### src/rtl/adder_pkg.sv
// Shared definitions for the digit-serial adder: FSM state encoding and digit width.
package adder_pkg;

    // Controller states of the digit-serial adder.
    typedef enum logic [1:0] {
        IDLE = 2'd0,
        RUN  = 2'd1,
        DONE = 2'd2
    } state_t;

    // Bits processed per cycle by the carry-lookahead slice.
    localparam int DIGIT_W = 2;

endpackage

### src/rtl/sum2b.sv
// 2-bit carry-lookahead adder slice: sum, carry-out and group propagate/generate.
module sum2b (
    input  logic [1:0] a,
    input  logic [1:0] b,
    input  logic       cin,
    output logic [1:0] s,
    output logic       cout,
    output logic       p,
    output logic       g
);

    logic [1:0] bit_p;
    logic [1:0] bit_g;
    logic       c1;

    // Bit propagate/generate, lookahead carries and sum bits.
    always_comb begin
        bit_p = a ^ b;
        bit_g = a & b;
        c1    = bit_g[0] | (bit_p[0] & cin);
        s     = {bit_p[1] ^ c1, bit_p[0] ^ cin};
        cout  = bit_g[1] | (bit_p[1] & bit_g[0]) | (bit_p[1] & bit_p[0] & cin);
        p     = bit_p[1] & bit_p[0];
        g     = bit_g[1] | (bit_p[1] & bit_g[0]);
    end

endmodule

### src/rtl/digit_serial_adder.sv
// Digit-serial W-bit adder: one 2-bit digit per cycle through a sum2b slice, LSB digit first,
// with valid/ready handshakes on operands and result.
module digit_serial_adder #(
    parameter int W = 16
) (
    input  logic         clk,
    input  logic         rst,
    input  logic         in_valid,
    output logic         in_ready,
    input  logic [W-1:0] a,
    input  logic [W-1:0] b,
    input  logic         c_in,
    output logic         out_valid,
    input  logic         out_ready,
    output logic [W-1:0] sum,
    output logic         c_out,
    output logic         ovf
);

    import adder_pkg::*;

    localparam int DIGITS = W / DIGIT_W;
    localparam int CNT_W  = $clog2(DIGITS);
    localparam logic [CNT_W-1:0] LAST_DIGIT = CNT_W'(DIGITS - 1);

    state_t             state_q;
    state_t             state_d;
    logic [W-1:0]       a_sh;
    logic [W-1:0]       b_sh;
    logic               carry;
    logic               sign_a;
    logic               sign_b;
    logic [CNT_W-1:0]   cnt;
    logic               last_digit;

    logic [DIGIT_W-1:0] slice_s;
    logic               slice_cout;
    logic               slice_p_unused;
    logic               slice_g_unused;

    assign last_digit = (cnt == LAST_DIGIT);

    sum2b u_sum2b (
        .a    (a_sh[DIGIT_W-1:0]),
        .b    (b_sh[DIGIT_W-1:0]),
        .cin  (carry),
        .s    (slice_s),
        .cout (slice_cout),
        .p    (slice_p_unused),
        .g    (slice_g_unused)
    );

    // State register.
    always_ff @(posedge clk or posedge rst) begin
        if (rst) state_q <= IDLE;
        else     state_q <= state_d;
    end

    // Next-state logic and handshake outputs.
    always_comb begin
        state_d   = state_q;
        in_ready  = 1'b0;
        out_valid = 1'b0;
        case (state_q)
            IDLE: begin
                in_ready = 1'b1;
                if (in_valid) state_d = RUN;
            end
            RUN: begin
                if (last_digit) state_d = DONE;
            end
            DONE: begin
                out_valid = 1'b1;
                if (out_ready) state_d = IDLE;
            end
            default: state_d = IDLE;
        endcase
    end

    // Operand capture, per-digit shifting, carry chaining and result flags.
    always_ff @(posedge clk or posedge rst) begin
        if (rst) begin
            a_sh   <= '0;
            b_sh   <= '0;
            sum    <= '0;
            carry  <= 1'b0;
            sign_a <= 1'b0;
            sign_b <= 1'b0;
            cnt    <= '0;
            c_out  <= 1'b0;
            ovf    <= 1'b0;
        end else begin
            case (state_q)
                IDLE: begin
                    if (in_valid) begin
                        a_sh   <= a;
                        b_sh   <= b;
                        carry  <= c_in;
                        sign_a <= a[W-1];
                        sign_b <= b[W-1];
                        cnt    <= '0;
                    end
                end
                RUN: begin
                    // New digit enters at the top so the LSB digit ends up at bit 0.
                    sum   <= {slice_s, sum[W-1:DIGIT_W]};
                    a_sh  <= a_sh >> DIGIT_W;
                    b_sh  <= b_sh >> DIGIT_W;
                    carry <= slice_cout;
                    if (last_digit) begin
                        // slice_s[1] is the final sum MSB being written this edge.
                        cnt   <= '0;
                        c_out <= slice_cout;
                        ovf   <= (sign_a == sign_b) && (slice_s[1] != sign_a);
                    end else begin
                        cnt <= cnt + 1'b1;
                    end
                end
                default: ;
            endcase
        end
    end

endmodule
### config.mk
export PLATFORM = sky130hd
export DESIGN_NAME = digit_serial_adder
export DESIGN_NICKNAME = d
export VERILOG_FILES = /design/src/rtl/adder_pkg.sv /design/src/rtl/sum2b.sv /design/src/rtl/digit_serial_adder.sv
export SDC_FILE = /design/constraint.sdc
export NUM_CORES = 1
export LEC_CHECK = 0
export BUFFER_PORTS_ARGS = -buffer_cell sky130_fd_sc_hd__buf_2
export CAP_MARGIN = 30
export CORE_MARGIN = 3
export CORE_UTILIZATION = 30
export DETAILED_ROUTE_END_ITERATION = 8
export PLACE_DENSITY = 0.59
export SYNTH_ARGS = -nofsm -noshare
export SYNTH_HDL_FRONTEND = slang
export SYNTH_SLANG_ARGS = --single-unit
### constraint.sdc
create_clock -name clk -period 4.3 [get_ports clk]
set_clock_uncertainty 0.15 [all_clocks]
set_input_delay 0.645 -clock clk [delete_from_list [all_inputs] [get_ports clk]]
set_output_delay 0.645 -clock clk [all_outputs]
set_load 0.01 [all_outputs]
==> impl_metrics.py <==
metrics = {
    "outcome": {
        "outcome": "finished, final reports clean",
    },
    "global_routing": {
        "grt_pass1_wl_mm": 8.618,
        "grt_overflow": 0,
        "antenna_found_initial": 0,
        "grt_util_all_layers": 0.1139,
        "grt_pass1_vias": 1770,
        "grt_max_degree": 83,
    },
    "floorplanning": {
        "row_count": 33,
        "die_y_um": 98.78,
        "die_x_um": 98.78,
        "coreArea_um2": 8299,
        "io_pins": 57,
        "die-area_um2": 9757,
        "initial_utilization": 0.3112,
    },
    "drt": {
        "firstDrtPassIters": 5,
        "drc": 0,
        "drtIter0Drc": 76,
        "vias": 1760,
        "routedWlPerCell_um": 13.14,
        "wl_mm": 5.072,
        "via_per_inst": 4.560,
        "postRouteAntennaNets": 0,
    },
    "clock_network": {
        "htreeDepth": 3,
        "cts_tree": "built",
        "clock_path_buffers": 2,
        "post_cts_buffers": 0,
        "clkLatencyLatePin_ns": 0.33,
        "clkTransAtPathRegs_ns": 0.06,
        "cts_resized": 0,
        "cts_hold_buf": 0,
        "cts-root-buf": "clkbuf_8",
        "cts_inserted_buffers": 9,
        "clock-sinks": 58,
    },
    "cells_and_area": {
        "nNetsFinal": 318,
        "area_growth_pct": 21.37,
        "n_antenna_cell": 0,
        "nFillCells": 841,
        "drive_gt1_frac": 0.3310,
    },
    "run": {
        "maxCapViolations": 0,
    },
    "worst_hold_path": {
        "hold_path.class": "primary input to asynchronous set/reset pin",
    },
    "sta": {
        "setup_viol": 0,
        "min_period_ns": 1.986,
        "fin_crit_sh": 0.4620,
        "setup_tns_ns": 0,
        "tightest_slew_ns": 0.8547,
        "final-hold-violation-count": 0,
        "drv_slew": 0,
        "fmax_mhz": 503.4,
        "grt_setup_unrepaired": "false",
        "slew_headroom": 0.4302,
    },
    "setup_path": {
        "crit_type": "flip-flop to output port",
        "crit_fanout": 6,
        "cp-start-kind": "flip-flop",
        "critPathCaptureType": "output port",
        "cpPeakStageDelay_ns": 0.47,
        "cp.arrival_ns": 1.19,
        "path_cells": "nand2b_1, inv_1, buf_2",
        "rrSetupSlack_ns": 2.41,
        "cp_slowest_cell": "dfrtp_1",
        "required_ns": 3.50,
    },
    "synthesis": {
        "syn_avg_cell_area_um2": 11.74,
        "ys_ff_latch": 58,
        "post-synth-top-count-cell": "dfrtp_1",
        "synth_nets": 262,
        "synthCells": 220,
        "yosysWarnings": 0,
        "synth.area.top_cells": "dfrtp_1 56%, mux2i_1 11%, mux2_2 7.4%",
        "synth-edff-count": 0,
        "synth.largest_area_cell": "dfrtp_1",
        "synth_ff_type": "dfrtp_1",
        "synth_common_cells": "58 x dfrtp_1, 30 x nor2_1, 29 x a21oi_1, 29 x mux2i_1, 17 x mux2_2",
        "syn_area_um2": 2582,
        "ys_types": 24,
        "synth_seq_area_share": 0.5620,
        "synth-async-reset-ratio": 1.000,
        "synth_top_area_frac": 0.5620,
    },
    "placed_design": {
        "place_congestion": 0.6689,
        "post-dp-hpwl_mm": 3.394,
        "portBuffers": 56,
    },
    "power_and_ir_drop": {
        "cellPowerDensity_nw_per_um2": 787.2,
        "p_leak_nw": 1.427,
        "p_total_mw": 2.467,
        "vdd_drop_max_mv": 0.3835,
    },
}
==> flip-flops by register name, summed over array words and instances (netlist names) <==
| signal | flops |
|---|---|
| a_sh | 16 |
| b_sh | 16 |
| sum | 16 |
| cnt | 3 |
| state_q | 2 |
| c_out | 1 |
| carry | 1 |
| ovf | 1 |
| sign_a | 1 |
| sign_b | 1 |
==> routing by layer <==
layer | up-vias | GRT usage | wire (um)
met5 | - | 0 | 0
met4 | 0 | 0.05042 | 76
met3 | 6 | 0.04600 | 280
met2 | 40 | 0.1627 | 2300
met1 | 843 | 0.1516 | 2414
li1 | 871 | - | -
==> path summary, 6_finish.rpt <==
check / to / start / depth (start not counted)
worst max-delay path: out_valid / state_q[0]$_DFFE_PP0P_ / 3
worst min-delay path: sum[9]$_DFFE_PP0P_ / rst / 2
worst max register to register: sum[13]$_DFFE_PP0P_ / state_q[1]$_DFFE_PP0P_ / 2
worst min register to register: c_out$_DFFE_PP0P_ / c_out$_DFFE_PP0P_ / 2
max in group asynchronous: state_q[1]$_DFFE_PP0P_ / rst / 3
min in group clk: c_out$_DFFE_PP0P_ / c_out$_DFFE_PP0P_ / 2
==> placed cells by master (no fill, tap or decap) <==
cell type	n
a21o_1	1
a21oi_1	29
a22o_1	2
a22oi_1	1
and2_1	1
buf_2	56
buf_4	2
bufinv_16	2
clkbuf_1	1
clkbuf_8	10
clkinv_2	2
clkinvlp_4	1
dfrtp_1	58
fa_1	1
ha_1	4
inv_1	6
inv_2	1
mux2_2	17
mux2i_1	29
nand2_1	10
nand2b_1	1
nand2b_4	1
nand3b_1	1
nor2_1	30
nor3b_4	1
o21ai_0	7
o21bai_1	2
o22ai_1	2
o31ai_1	1
xnor2_1	1
==> power breakdown <==
group          internal [mW]  switching (mW)  total [mW]
combinational          0.451           0.492       0.943
clock                  0.340           0.211       0.551
sequential             0.815           0.158       0.973
==> critical path: cells and delay by family (launching register included) <==
family	cells	cell delay, ns
buffers and inverters	2	0.18
and+or+nand+nor	1	0.21
DFF	1	0.47
==> kinds of logic after synthesis <==
group / synth area share
flip-flops: 0.5620
multiplexers: 0.1865
AO/OA/AOI/OAI: 0.09593
AND/OR/NAND/NOR: 0.07559
buffers and inverters: 0.04942
adder cells (fa/ha/maj): 0.02713
XOR/XNOR: 0.003392
==> through the flow <==
step           setup WS (ns)  hold slack, ns  utilization  instance area, um^2  instances
5_1_grt                2.233          0.2152       0.3777                 3134        386
3_5_place_dp           2.195          0.3304       0.3513                 2915        370
2_1_floorplan          2.077          0.3108            -                 2582        220
6_report               2.314          0.1842       0.3777                 3134        386
4_1_cts                2.269          0.1855       0.3777                 3134        386
3_3_place_gp           2.215          0.3126       0.3513                 2915        370
==> layout make-up <==
cell class                      instances  area [um^2]  area share
Inverter                                7        26.28    0.008383
Sequential cell                        58         1451      0.4631
Clock inverter                          5        77.57     0.02475
Timing Repair Buffer                   58        295.3     0.09421
Clock buffer                           11        141.4     0.04511
Tap cell                              105        131.4     0.04192
Multi-Input combinational cell        142         1011      0.3226
(Power assumes the default switching activity.)
